==> src/rtl/pipe_stage_reg.sv <==
// pipe_stage_reg -- reusable register between two pipeline stages.
//
// Carries a DATA_W payload and a CTRL_W control field with a valid/ready
// handshake. The 2-bit mode input from the hazard unit can stall or flush
// the stage.
//
// Build option: define PIPE_SKID_EN to add a second (skid) entry.
//   - With the skid entry, ready_o comes from a register (plus the stall gate).
//   - Without it, a single main register is used and ready_o depends
//     combinationally on ready_i.
//
// Handshake: a beat moves on a side only at a rising edge where that
// side's valid and ready are both high. Valid must not depend on ready.
//
// Ports:
//   clk_i        clock; all state changes on the rising edge
//   rst_i        asynchronous, active-high reset
//   mode_i       [0]=flush, [1]=stall (stall wins, so 2'b11 is a stall)
//   valid_i      upstream beat valid
//   ready_o      stage can accept a beat
//   data_i       upstream payload
//   ctrl_i       upstream control field
//   valid_o      output beat valid
//   ready_i      downstream accepts
//   data_o       output payload (keeps its last value while idle)
//   ctrl_o       output control (0 after reset or flush)
//   occupancy_o  number of held entries
module pipe_stage_reg #(
  parameter int unsigned DATA_W   = 32,
  parameter int unsigned CTRL_W   = 8,
  parameter bit          CLR_DATA = 1'b1
) (
  input  logic              clk_i,
  input  logic              rst_i,
  input  logic [1:0]        mode_i,
  input  logic              valid_i,
  output logic              ready_o,
  input  logic [DATA_W-1:0] data_i,
  input  logic [CTRL_W-1:0] ctrl_i,
  output logic              valid_o,
  input  logic              ready_i,
  output logic [DATA_W-1:0] data_o,
  output logic [CTRL_W-1:0] ctrl_o,
  output logic [1:0]        occupancy_o
);

  logic w_stall;
  logic w_flush;
  logic w_in_xfer;
  logic w_out_xfer;

  logic              r_main_valid;
  logic [DATA_W-1:0] r_main_data;
  logic [CTRL_W-1:0] r_main_ctrl;

  assign w_stall    = mode_i[1];
  assign w_flush    = (mode_i == 2'b01);
  // Stall hides the held beat from downstream without touching any state.
  assign valid_o    = r_main_valid & ~w_stall;
  assign w_out_xfer = valid_o & ready_i;
  assign w_in_xfer  = valid_i & ready_o;
  assign data_o     = r_main_data;
  assign ctrl_o     = r_main_ctrl;

`ifdef PIPE_SKID_EN
  logic              r_skid_valid;
  logic [DATA_W-1:0] r_skid_data;
  logic [CTRL_W-1:0] r_skid_ctrl;

  // Accept whenever the skid entry is free. A second beat can then land
  // while main is blocked, so ready never has to look at ready_i.
  assign ready_o     = ~r_skid_valid & ~w_stall;
  assign occupancy_o = {1'b0, r_main_valid} + {1'b0, r_skid_valid};

  always_ff @(posedge clk_i or posedge rst_i) begin
    if (rst_i) begin
      r_main_valid <= 1'b0;
      r_main_data  <= '0;
      r_main_ctrl  <= '0;
      r_skid_valid <= 1'b0;
      r_skid_data  <= '0;
      r_skid_ctrl  <= '0;
    end else if (!w_stall) begin
      if (w_flush) begin
        // Handshakes this cycle still complete, but the accepted beat is dropped.
        r_main_valid <= 1'b0;
        r_skid_valid <= 1'b0;
        r_main_ctrl  <= '0;
        if (CLR_DATA) r_main_data <= '0;
      end else if (w_out_xfer) begin
        if (r_skid_valid) begin
          // ready_o is low while skid is full, so no input can arrive here.
          r_main_data  <= r_skid_data;
          r_main_ctrl  <= r_skid_ctrl;
          r_skid_valid <= 1'b0;
        end else if (w_in_xfer) begin
          r_main_data <= data_i;
          r_main_ctrl <= ctrl_i;
        end else begin
          r_main_valid <= 1'b0;
        end
      end else if (w_in_xfer) begin
        if (!r_main_valid) begin
          r_main_valid <= 1'b1;
          r_main_data  <= data_i;
          r_main_ctrl  <= ctrl_i;
        end else begin
          r_skid_valid <= 1'b1;
          r_skid_data  <= data_i;
          r_skid_ctrl  <= ctrl_i;
        end
      end
    end
  end
`else
  // Single register: accept when empty, or when the held beat leaves this cycle.
  assign ready_o     = (~r_main_valid | ready_i) & ~w_stall;
  assign occupancy_o = {1'b0, r_main_valid};

  always_ff @(posedge clk_i or posedge rst_i) begin
    if (rst_i) begin
      r_main_valid <= 1'b0;
      r_main_data  <= '0;
      r_main_ctrl  <= '0;
    end else if (!w_stall) begin
      if (w_flush) begin
        r_main_valid <= 1'b0;
        r_main_ctrl  <= '0;
        if (CLR_DATA) r_main_data <= '0;
      end else if (w_in_xfer) begin
        r_main_valid <= 1'b1;
        r_main_data  <= data_i;
        r_main_ctrl  <= ctrl_i;
      end else if (w_out_xfer) begin
        r_main_valid <= 1'b0;
      end
    end
  end
`endif

endmodule

==> config.mk <==
export PLATFORM = sky130hd
export DESIGN_NAME = pipe_stage_reg
export DESIGN_NICKNAME = d
export VERILOG_FILES = /design/src/rtl/pipe_stage_reg.sv
export SDC_FILE = /design/constraint.sdc
export NUM_CORES = 1
export LEC_CHECK = 0
export BUFFER_PORTS_ARGS = -buffer_cell sky130_fd_sc_hd__buf_4
export CAP_MARGIN = 20
export CORE_MARGIN = 1
export CORE_UTILIZATION = 42
export CTS_CLUSTER_DIAMETER = 120
export DETAILED_ROUTE_END_ITERATION = 12
export HOLD_SLACK_MARGIN = 0.06
export PLACE_DENSITY = 0.7
export SYNTH_ARGS = -nofsm -noshare
export SYNTH_HDL_FRONTEND = slang
export SYNTH_SLANG_ARGS = --single-unit
==> constraint.sdc <==
create_clock -name clk_i -period 1.8 [get_ports clk_i]
set_clock_uncertainty 0.2 [all_clocks]
set_input_delay 0.09 -clock clk_i [delete_from_list [all_inputs] [get_ports clk_i]]
set_output_delay 0.09 -clock clk_i [all_outputs]
set_load 0.01 [all_outputs]
==> results of run 1 <==
==> synth_stat cells (2+ instances only) <==
master,number
sky130_fd_sc_hd__nor2b_1,2
sky130_fd_sc_hd__clkbuf_1,17
sky130_fd_sc_hd__inv_1,41
sky130_fd_sc_hd__o211ai_2,21
sky130_fd_sc_hd__buf_6,5
sky130_fd_sc_hd__a211o_1,40
sky130_fd_sc_hd__dfrtp_1,41
sky130_fd_sc_hd__nand4_1,40
sky130_fd_sc_hd__buf_4,2
sky130_fd_sc_hd__nor2_1,2
sky130_fd_sc_hd__nand2_1,20
sky130_fd_sc_hd__nand3_1,19
sky130_fd_sc_hd__buf_2,9
==> cell type report <==
class                           instances  area, µm²  share of cell area
Clock buffer                            6       72.6              0.0197
Clock inverter                          2       10.0             0.00272
Inverter                               42        158              0.0428
Multi-Input combinational cell        148       1080               0.294
Sequential cell                        41       1030               0.279
Tap cell                               72       90.1              0.0245
Timing Repair Buffer                  145       1240               0.338
==> worst paths after layout <==
kind                         startpoint            to  cells after the start
max                        r_main_valid  r_main_valid                      4
min                           mode_i[1]    data_o[12]                      3
max reg2reg                r_main_valid  r_main_valid                      4
min reg2reg                  data_o[24]    data_o[24]                      2
max in group asynchronous         rst_i     data_o[1]                      4
min in group asynchronous         rst_i    data_o[12]                      3
==> cells in the final DEF (no fill, tap or decap), types with 2 or more instances in the layout <==
master	instances
sky130_fd_sc_hd__dfrtp_1	41
sky130_fd_sc_hd__buf_12	3
sky130_fd_sc_hd__inv_1	40
sky130_fd_sc_hd__nand4_1	40
sky130_fd_sc_hd__nand3_1	19
sky130_fd_sc_hd__inv_2	2
sky130_fd_sc_hd__o211ai_2	21
sky130_fd_sc_hd__a211o_1	40
sky130_fd_sc_hd__clkbuf_8	5
sky130_fd_sc_hd__nor2b_1	2
sky130_fd_sc_hd__nand2_1	20
sky130_fd_sc_hd__buf_4	95
sky130_fd_sc_hd__clkinv_2	2
sky130_fd_sc_hd__dlygate4sd3_1	47
==> layer usage <==
layer / vias to the layer above / global-route usage
li1: 1182 / -
met1: 1194 / 0.300
met3: 8 / 0.0488
met2: 85 / 0.411
met5: - / 0
met4: 0 / 0.0667
==> critical path: cells and delay by family (launching register included) <==
kind            cells  cell delay, ps
buf+inv             1             570
flops               1             430
simple gates        1             160
compound gates      2             180
==> report_power, final <==
part	switching [mW]	internal (mW)
Combinational	0.414	0.448
Sequential	0.0896	1.05
Clock	0.329	0.269
Total	0.832	1.76
==> what timing repair did <==
action,in CTS,in global routing
hold endpoints to repair,82,0
buffers inserted,0,0
hold buffers,47,0
==> flip-flops by register name (all words and copies together) (netlist names) <==
signal and count:
data_o 32, ctrl_o 8, r_main_valid 1
==> logic make-up (layout without fill, tap and decap cells) <==
logic type | Yosys count | in the layout | share of synthesized area
other cells | 1 | 1 | 0.00154
simple gates | 84 | 84 | 0.183
compound gates | 63 | 63 | 0.256
flops | 41 | 41 | 0.421
buf+inv | 75 | 195 | 0.139
==> per-stage QoR <==
step                power, mW   util  setup slack, ps  hold slack, ps
floorplan                1.57      -              471            6.84
global placement         1.91  0.565              461           -51.9
detailed placement       1.93  0.565              407           -43.6
CTS                      2.62  0.665              144            85.0
global route             2.74  0.665             20.4             117
finish                   2.60  0.665              138            94.8
==> impl_summary.txt, run 1 <==
----------------------------------------------------
[Status]
  Run status ... completed

[Synthesis]
  Net count after synthesis ... 310
  Synthesized cell area ... 0.00244 mm²
  Number of synthesized flops with an enable pin ... 0
  Seq/Total Area, Yosys ... 0.421
  Area share of the leading cell type in the synthesized netlist ... 0.421
  Synth unique cells ... 18
  Syn_area_per_cell ... 9.23 µm²
  Cell type contributing the most total cell area after synthesis ... sky130_fd_sc_hd__dfrtp_1
  Primary flip-flop cell chosen by synthesis mapping ... sky130_fd_sc_hd__dfrtp_1
  Cell types with the largest area share after synthesis ... sky130_fd_sc_hd__dfrtp_1 (42%), sky130_fd_sc_hd__a211o_1 (14%), sky130_fd_sc_hd__o211ai_2 (11%)
  Total number of yosys warnings ... 0
  Number of storage elements in the synthesis netlist ... 41
  Post-Syn Instances ... 264
  Share of synthesized flip-flops with an asynchronous set or reset ... 1.00

[Worst hold path]
  Class of the worst hold path ... in -> reg

[CTS]
  Clock transition at the register clock pins on the worst setup and hold paths after CTS ... 80 ps
  Later-pin clock latency in the skew report ... 300 ps
  Number of buffers on the longest clock path ... 2
  Clock tree from TritonCTS ... done
  Sink count of the clock tree ... 41
  H-Tree Depth ... 2
  Clock buffer count from CTS ... 5
  CTS root buffer ... sky130_fd_sc_hd__clkbuf_8
  Resize count post-CTS ... 0

[Route]
  Wire per inst ... 15.2 µm
  Metal3 WL ... 416 µm
  Average vias per placed instance ... 5.41
  Via total after detailed routing ... 2469
  Count of antenna-violating nets left after detailed routing ... 0
  Post-Route WL ... 6950 µm
  Highest routed metal layer ... met4
  Met1 Wirelength ... 3030 µm
  DRT iter0 DRCs ... 97
  Number of remaining DRC errors ... 0
  Wire length on met2 ... 3410 µm
  Iteration count of the initial detailed-routing pass ... 4

[Cells and area]
  Final layout net count ... 429
  Area growth, synth to finish ... 51.1%
  Non-filler instance count after layout ... 456
  Number of fill cells ... 456
  Final cell area excluding filler cells ... 0.00368 mm²
  Share of post-route cells with drive strength above 1 ... 0.339
  Antenna diode instance count ... 0

[Placed design]
  Buffers added on ports ... 88
  Post-detailed-placement half-perimeter wirelength ... 4100 µm
  Cell Count Post-Placement ... 401
  DP Area ... 0.00313 mm²
  Final Wtd Congestion ... 0.717

[GRT]
  GR Overflow Total ... 0
  Antenna violations before repair ... 0
  First-pass GRT wire length ... 11600 µm
  Number of global-route vias before repair ... 2469
  Overall Global Routing Usage ... 0.238
  Largest net degree at the start of global routing ... 49

[Worst setup path]
  Worst path cell trace ... nor2b_1 -> a21oi_1 -> o21ai_0 -> dlygate4sd3_1
  Data required time at the worst endpoint ... 1780 ps
  Data arrival, critical path ... 1650 ps
  Slowest cell delay on critical path ... 570 ps
  Crit end category ... flop
  Largest fanout of any net on the critical path ... 5
  Slack of the worst reg-to-reg path ... 140 ps
  Startpoint type of the worst setup path ... flop
  Worst setup path category ... reg -> reg
  Cell with the largest stage delay on the worst path ... sky130_fd_sc_hd__dlygate4sd3_1

[STA]
  Highest clock rate ... 602 MHz
  Hold Violations, Final ... 0
  Tightest Pin Transition ... 743 ps
  Max Slew Vio Count ... 0
  Worst max-slew margin expressed relative to the limit ... 0.503
  Minimum clock period after layout ... 1660 ps
  RSZ-0062 raised after global routing ... no
  Portion of the clock cycle consumed by the worst path in the final layout ... 0.923
  Sum of negative setup slack ... 0 ps
  Setup violations, final ... 0

[Power]
  Total power per unit cell area ... 705 mW/mm²
  Worst supply voltage drop on vdd ... 445 µV
  Leakage power ... 1.76 nW

[Floorplanning]
  Ports ... 90
  Area of the core ... 0.00554 mm²
  Initial core utilization ... 0.440
  Placement Rows ... 27
  Die boundary height ... 78.2 µm
  Horizontal die dimension ... 78.2 µm
  Die Footprint ... 0.00611 mm²

[Job]
  Total of max-cap violations ... 0

----------------------------------------------------
Power figures use the tool's default switching activity.
==> inputs of run 2 (changes only) <==
PLACE_DENSITY = 0.82   (was 0.7)
==> run 2 against run 1 <==
Effect of this change:
- sequential share of layout area decreased by 0.10 points
- cell area is 0.37% higher
- routed wire length fell by 2.6%
- worst hold slack better by 180 ps
- critical endpoint is now ctrl_o[7]
- via count down 1.0%
- first-iteration DRC count increased by 73%
- utilization rose by 0.25 points
- sequential cell count unchanged
- non-clock buffer count is 2 lower
- sequential power is essentially flat
- maximum frequency up 2.4%
==> impl_summary.txt, run 2 (synthesis gave the netlist of run 1 again) <==
----------------------------------------------------
[Floorplanning]
  Die boundary height ... 78.2 µm (unchanged)
  Placement Rows ... 27 (unchanged)
  Initial core utilization ... 0.440 (unchanged)
  Ports ... 90 (unchanged)
  Die Footprint ... 0.00611 mm² (unchanged)
  Area of the core ... 0.00554 mm² (unchanged)
  Horizontal die dimension ... 78.2 µm (unchanged)

[GRT]
  Number of global-route vias before repair ... 2350 (-4.8%)
  Antenna violations before repair ... 0 (unchanged)
  GR Overflow Total ... 0 (unchanged)
  Largest net degree at the start of global routing ... 51 (+4.1%)
  Overall Global Routing Usage ... 0.228 (-0.0104)
  First-pass GRT wire length ... 11100 µm (-3.9%)

[STA]
  Tightest Pin Transition ... 543 ps (-201 ps)
  Sum of negative setup slack ... 0 ps (unchanged)
  RSZ-0062 raised after global routing ... no
  Hold_ws ... 274 ps (+179 ps)
  Minimum clock period after layout ... 1620 ps (-39.4 ps)
  Highest clock rate ... 616 MHz (+2.4%)
  Max Slew Vio Count ... 0 (unchanged)
  Portion of the clock cycle consumed by the worst path in the final layout ... 0.901 (-0.0219)
  Setup violations, final ... 0 (unchanged)
  Worst max-slew margin expressed relative to the limit ... 0.638 (+0.135)
  Hold Violations, Final ... 0 (unchanged)
  Fin worst setup slack ... 177 ps (+39.4 ps)

[Worst setup path]
  Worst setup path endpoint ... ctrl_o[7]
  Critical Path Start ... mode_i[1]
  Slack of the worst reg-to-reg path ... 350 ps (+210 ps)
  Worst setup path category ... in -> reg
  Largest fanout of any net on the critical path ... 15 (+10)
  Startpoint of the most critical register-to-register path ... r_main_valid
  Crit end category ... flop
  Worst-case reg-to-reg path depth ... 4 (unchanged)
  Data required time at the worst endpoint ... 1820 ps (+40 ps)
  Reg2Reg Capture Point ... data_o[31]
  Data arrival, critical path ... 1640 ps (about the same)
  Startpoint type of the worst setup path ... primary input

[Placed design]
  Post-placement setup slack ... 383 ps (-24.2 ps)
  Buffers added on ports ... 88 (unchanged)
  Post-detailed-placement half-perimeter wirelength ... 4000 µm (-2.6%)
  DP Area ... 0.00313 mm² (unchanged)
  Final Wtd Congestion ... 0.756 (+5.4%)

[Cells and area]
  Final cell area excluding filler cells ... 0.00370 mm² (+0.37%)
  Most frequent cells in the layout ... sky130_fd_sc_hd__buf_4 (95), sky130_fd_sc_hd__dlygate4sd3_1 (45), sky130_fd_sc_hd__dfrtp_1 (41)
  Most frequent standard cell in the layout excluding fill and tap cells ... sky130_fd_sc_hd__buf_4
  Number of fill cells ... 462 (+1.3%)
  Share of post-route cells with drive strength above 1 ... 0.340 (+0.00177)
  Area taken by flip-flops and latches ... 0.00103 mm² (unchanged)
  Area growth, synth to finish ... 51.7%
  Number of flip-flops in the largest register ... 32 (unchanged)
  Final layout net count ... 427 (-0.47%)
  Antenna diode instance count ... 0 (unchanged)
  Area of the multi-input gates ... 0.00108 mm² (unchanged)

[CTS]
  Count of buffers added by post-CTS timing repair for setup ... 0 (unchanged)
  Sink count of the clock tree ... 41 (unchanged)
  CTS root buffer ... sky130_fd_sc_hd__clkbuf_8
  Later-pin clock latency in the skew report ... 290 ps (about the same)
  Clock tree from TritonCTS ... done
  Hold buffer count at CTS ... 45 (-4.3%)
  Number of buffers on the longest clock path ... 2 (unchanged)
  Clock transition at the register clock pins on the worst setup and hold paths after CTS ... 80 ps (about the same)
  Clock buffer count from CTS ... 5 (unchanged)
  Resize count post-CTS ... 0 (unchanged)
  H-Tree Depth ... 2 (unchanged)

[Route]
  Wire per inst ... 14.9 µm (-2.2%)
  Average vias per placed instance ... 5.38 (-0.58%)
  Post-Route WL ... 6760 µm (-2.6%)
  Via total after detailed routing ... 2444 (-1.0%)
  Count of antenna-violating nets left after detailed routing ... 0 (unchanged)
  Iteration count of the initial detailed-routing pass ... 4 (unchanged)
  DRT iter0 DRCs ... 168 (+73%)
  Number of remaining DRC errors ... 0 (unchanged)

[Power]
  Worst supply voltage drop on vdd ... 441 µV (-0.78%)
  Total power per unit cell area ... 747 mW/mm² (+6.0%)
  Leakage power ... 1.76 nW (+0.10%)

[Worst hold path]
  Class of the worst hold path ... in -> async

[Status]
  Run status ... completed

[Job]
  Total of max-cap violations ... 0 (unchanged)

----------------------------------------------------
[run 2: worst min-delay path by stage]
stage | to | cells past startpoint | slack [ps] | start
5_1_grt | data_o[23] | 2 | 340 | data_o[23]
4_1_cts | r_main_valid | 4 | 300 | rst_i
3_3_place_gp | data_o[12] | 3 | 60 | rst_i
6_report | data_o[12] | 4 | 270 | rst_i
3_5_place_dp | data_o[12] | 3 | 60 | rst_i
2_1_floorplan | r_main_valid | 2 | 7 | mode_i[1]
[run 2: per-stage QoR]
step	power, mW	cells	util
6_report	2.76	454	0.667
2_1_floorplan	1.57	264	-
3_5_place_dp	1.93	401	0.565
5_1_grt	2.91	454	0.667
3_3_place_gp	1.90	401	0.565
4_1_cts	2.78	454	0.667
[run 2: per-layer routing]
metal	up-vias	track usage	routed length (µm)
met2	80	0.407	3470
met1	1179	0.282	2890
met4	0	0.0741	98
li1	1176	-	-
met3	9	0.0302	308
met5	-	0	0
[run 2: report_power, final]
part,leakage (nW),switching (mW),internal (mW)
clock network,0.0585,0.322,0.453
logic,1.17,0.410,0.443
registers,0.531,0.0883,1.05
[run 2: cell type report]
| class | instances | share of cell area |
|---|---|---|
| clock buffers | 7 | 0.0234 |
| clock inverters | 1 | 0.00812 |
| inverters | 42 | 0.0426 |
| multi-input cells | 148 | 0.293 |
| flip-flops and latches | 41 | 0.277 |
| well taps | 72 | 0.0244 |
| repair buffers | 143 | 0.331 |
[run 2: worst max-delay path: stages]
cell and delay, ps:
sky130_fd_sc_hd__dlygate4sd3_1 530, sky130_fd_sc_hd__buf_4 200, sky130_fd_sc_hd__nor2_4 290, sky130_fd_sc_hd__buf_4 280, sky130_fd_sc_hd__nand4_1 130, sky130_fd_sc_hd__nand3_1 110
==> inputs of run 3 (changes only) <==
CORE_ASPECT_RATIO = 1.75   (was not set)
SKIP_LAST_GASP = 1   (was not set)
==> run 3 against run 2 <==
Effect of this change:
- routed wire length grew 6.1%
- sequential power hardly changed
- utilization about the same
- combinational power rose by 3.0%
- critical endpoint is now r_main_valid
- via count increased by 3.5%
- sequential cell count did not move
- global-route usage up 1.5 points
- largest cell class unchanged
- sequential share of layout area fell by 0.24 points
- critical path depth is the same
- register-to-register slack got worse by 200 ps
- non-clock buffer count rose by 4
- worst hold slack worse by 200 ps
==> impl_summary.txt, run 3 (synthesis gave the netlist of run 1 again) <==
----------------------------------------------------
[Status]
  Run status ... completed

[Power]
  Combinational group share of total power ... 0.335 (+0.026)
  Cell Int Power ... 1.80 mW (-7.0%)
  Switching power total ... 818 µW (-0.30%)
  Clock share of power ... 0.233 (-0.048)
  Switching fraction of total power ... 0.312 (+0.0148)
  Leakage power ... 1.77 nW (+0.50%)
  Sequential share of power ... 0.432 (+0.021)
  Worst supply voltage drop on vdd ... 498 µV (+13%)
  Total power per unit cell area ... 703 mW/mm² (-5.9%)

[Cells and area]
  Area growth, synth to finish ... 53.0%
  Final cell area excluding filler cells ... 0.00373 mm² (+0.88%)
  Antenna diode instance count ... 0 (unchanged)
  Non-filler instance count after layout ... 461 (+1.5%)
  Number of flip-flops in the largest register ... 32 (unchanged)
  Most frequent cells in the layout ... sky130_fd_sc_hd__buf_4 (93), sky130_fd_sc_hd__dlygate4sd3_1 (50), sky130_fd_sc_hd__dfrtp_1 (41)
  Share of post-route cells with drive strength above 1 ... 0.332 (-0.00785)
  Most frequent standard cell in the layout excluding fill and tap cells ... sky130_fd_sc_hd__buf_4
  Final layout net count ... 431 (+0.94%)

[Placed design]
  Final Wtd Congestion ... 0.804 (+6.3%)
  Post-detailed-placement half-perimeter wirelength ... 4220 µm (+5.6%)
  Cell Count Post-Placement ... 404 (+0.75%)
  Buffers added on ports ... 88 (unchanged)
  DP Area ... 0.00314 mm² (+0.32%)
  Post-placement setup slack ... 371 ps (-12.5 ps)

[Floorplanning]
  Placement Rows ... 36 (+33%)
  Ports ... 90 (unchanged)
  Initial core utilization ... 0.436 (-0.00355)
  Die boundary height ... 103 µm (+31%)
  Die Footprint ... 0.00612 mm² (+0.19%)
  Horizontal die dimension ... 59.6 µm (-24%)
  Area of the core ... 0.00559 mm² (+0.81%)

[Route]
  Number of remaining DRC errors ... 0 (unchanged)
  Count of antenna-violating nets left after detailed routing ... 0 (unchanged)
  Via total after detailed routing ... 2530 (+3.5%)
  Iteration count of the initial detailed-routing pass ... 5 (+1)
  Post-Route WL ... 7180 µm (+6.1%)
  DRT iter0 DRCs ... 123 (-27%)
  Average vias per placed instance ... 5.49 (+1.9%)
  Wire per inst ... 15.6 µm (+4.5%)

[Worst setup path]
  Crit end category ... flop
  Startpoint type of the worst setup path ... primary input
  Data arrival, critical path ... 1760 ps (+120 ps)
  Data required time at the worst endpoint ... 1830 ps (about the same)
  Worst setup path category ... in -> reg
  Largest fanout of any net on the critical path ... 8 (-7)

[GRT]
  First-pass GRT wire length ... 11300 µm (+1.9%)
  Largest net degree at the start of global routing ... 49 (-3.9%)
  Overall Global Routing Usage ... 0.243 (+0.0149)
  GR Overflow Total ... 0 (unchanged)
  Number of global-route vias before repair ... 2486 (+5.8%)
  Antenna violations before repair ... 0 (unchanged)

[STA]
  RSZ-0062 raised after global routing ... no
  Setup violations, final ... 0 (unchanged)
  Hold_ws ... 77.0 ps (-197 ps)
  Hold Violations, Final ... 0 (unchanged)
  Sum of negative setup slack ... 0 ps (unchanged)
  Max Slew Vio Count ... 0 (unchanged)
  Minimum clock period after layout ... 1730 ps (+106 ps)
  Highest clock rate ... 579 MHz (-6.1%)
  Tightest Pin Transition ... 736 ps (+194 ps)
  Worst max-slew margin expressed relative to the limit ... 0.507 (-0.131)
  Portion of the clock cycle consumed by the worst path in the final layout ... 0.960 (+0.0587)
  Fin worst setup slack ... 71.8 ps (-106 ps)

[CTS]
  CTS root buffer ... sky130_fd_sc_hd__clkbuf_8
  Clock transition at the register clock pins on the worst setup and hold paths after CTS ... 70 ps (about the same)
  H-Tree Depth ... 2 (unchanged)
  Count of buffers added by post-CTS timing repair for setup ... 0 (unchanged)
  Number of buffers on the longest clock path ... 2 (unchanged)
  Sink count of the clock tree ... 41 (unchanged)
  Clock buffer count from CTS ... 5 (unchanged)
  Clock tree from TritonCTS ... done
  Later-pin clock latency in the skew report ... 290 ps (about the same)

[Job]
  Total of max-cap violations ... 0 (unchanged)

[Worst hold path]
  Class of the worst hold path ... in -> reg

----------------------------------------------------
[run 3: power groups by stage]
stage                     registers, mW  logic (mW)  clock network [mW]
after detailed placement           1.15       0.780                   0
after floorplan                    1.20       0.372                   0
after global placement             1.15       0.761                   0
after CTS                          1.13       0.873               0.626
after global routing               1.15       0.953               0.658
final                              1.13       0.879               0.610
[run 3: area by class of cell]
cell class              instances  area [µm²]
repair buffers                147        1280
well taps                      76        95.1
multi-input cells             148        1080
flip-flops and latches         41        1030
clock buffers                   7        86.3
inverters                      42         160
fillers                       454        1860
[run 3: stage by stage]
stage	power [mW]	util
finish	2.62	0.668
global route	2.76	0.668
CTS	2.63	0.667
detailed placement	1.93	0.562
global placement	1.91	0.562
floorplan	1.57	-
[run 3: final timing paths]
check	from	end	slack (ps)	cells after the start
max in group asynchronous	rst_i	data_o[17]	700	4
worst min-delay path	valid_i	ctrl_o[2]	80	3
worst max register to register	r_main_valid	r_main_valid	150	4
min in group asynchronous	rst_i	data_o[13]	220	3
worst min register to register	data_o[18]	data_o[18]	310	2
worst max-delay path	mode_i[1]	r_main_valid	70	6
[run 3: per-layer routing]
| metal | global-route usage | vias to the layer above | part of all wire | wire length, µm |
|---|---|---|---|---|
| met4 | 0.136 | 0 | 0.044 | 314 |
| li1 | - | 1188 | - | - |
| met2 | 0.429 | 94 | 0.54 | 3910 |
| met3 | 0.0351 | 30 | 0.037 | 268 |
| met1 | 0.272 | 1218 | 0.37 | 2680 |
| met5 | 0 | - | 0 | 0 |
[run 3: critical path, stage by stage]
cell and delay, ps:
sky130_fd_sc_hd__buf_4 140, sky130_fd_sc_hd__dlygate4sd3_1 600, sky130_fd_sc_hd__inv_4 150, sky130_fd_sc_hd__a21oi_1 80
sky130_fd_sc_hd__o21ai_0 130, sky130_fd_sc_hd__dlygate4sd3_1 560
[run 3: timing repair]
action,4_1_cts,5_1_grt
hold endpoints to repair,82,0
hold buffers,50,0
endpoints found under the setup margin,0,1
resized for setup,0,1
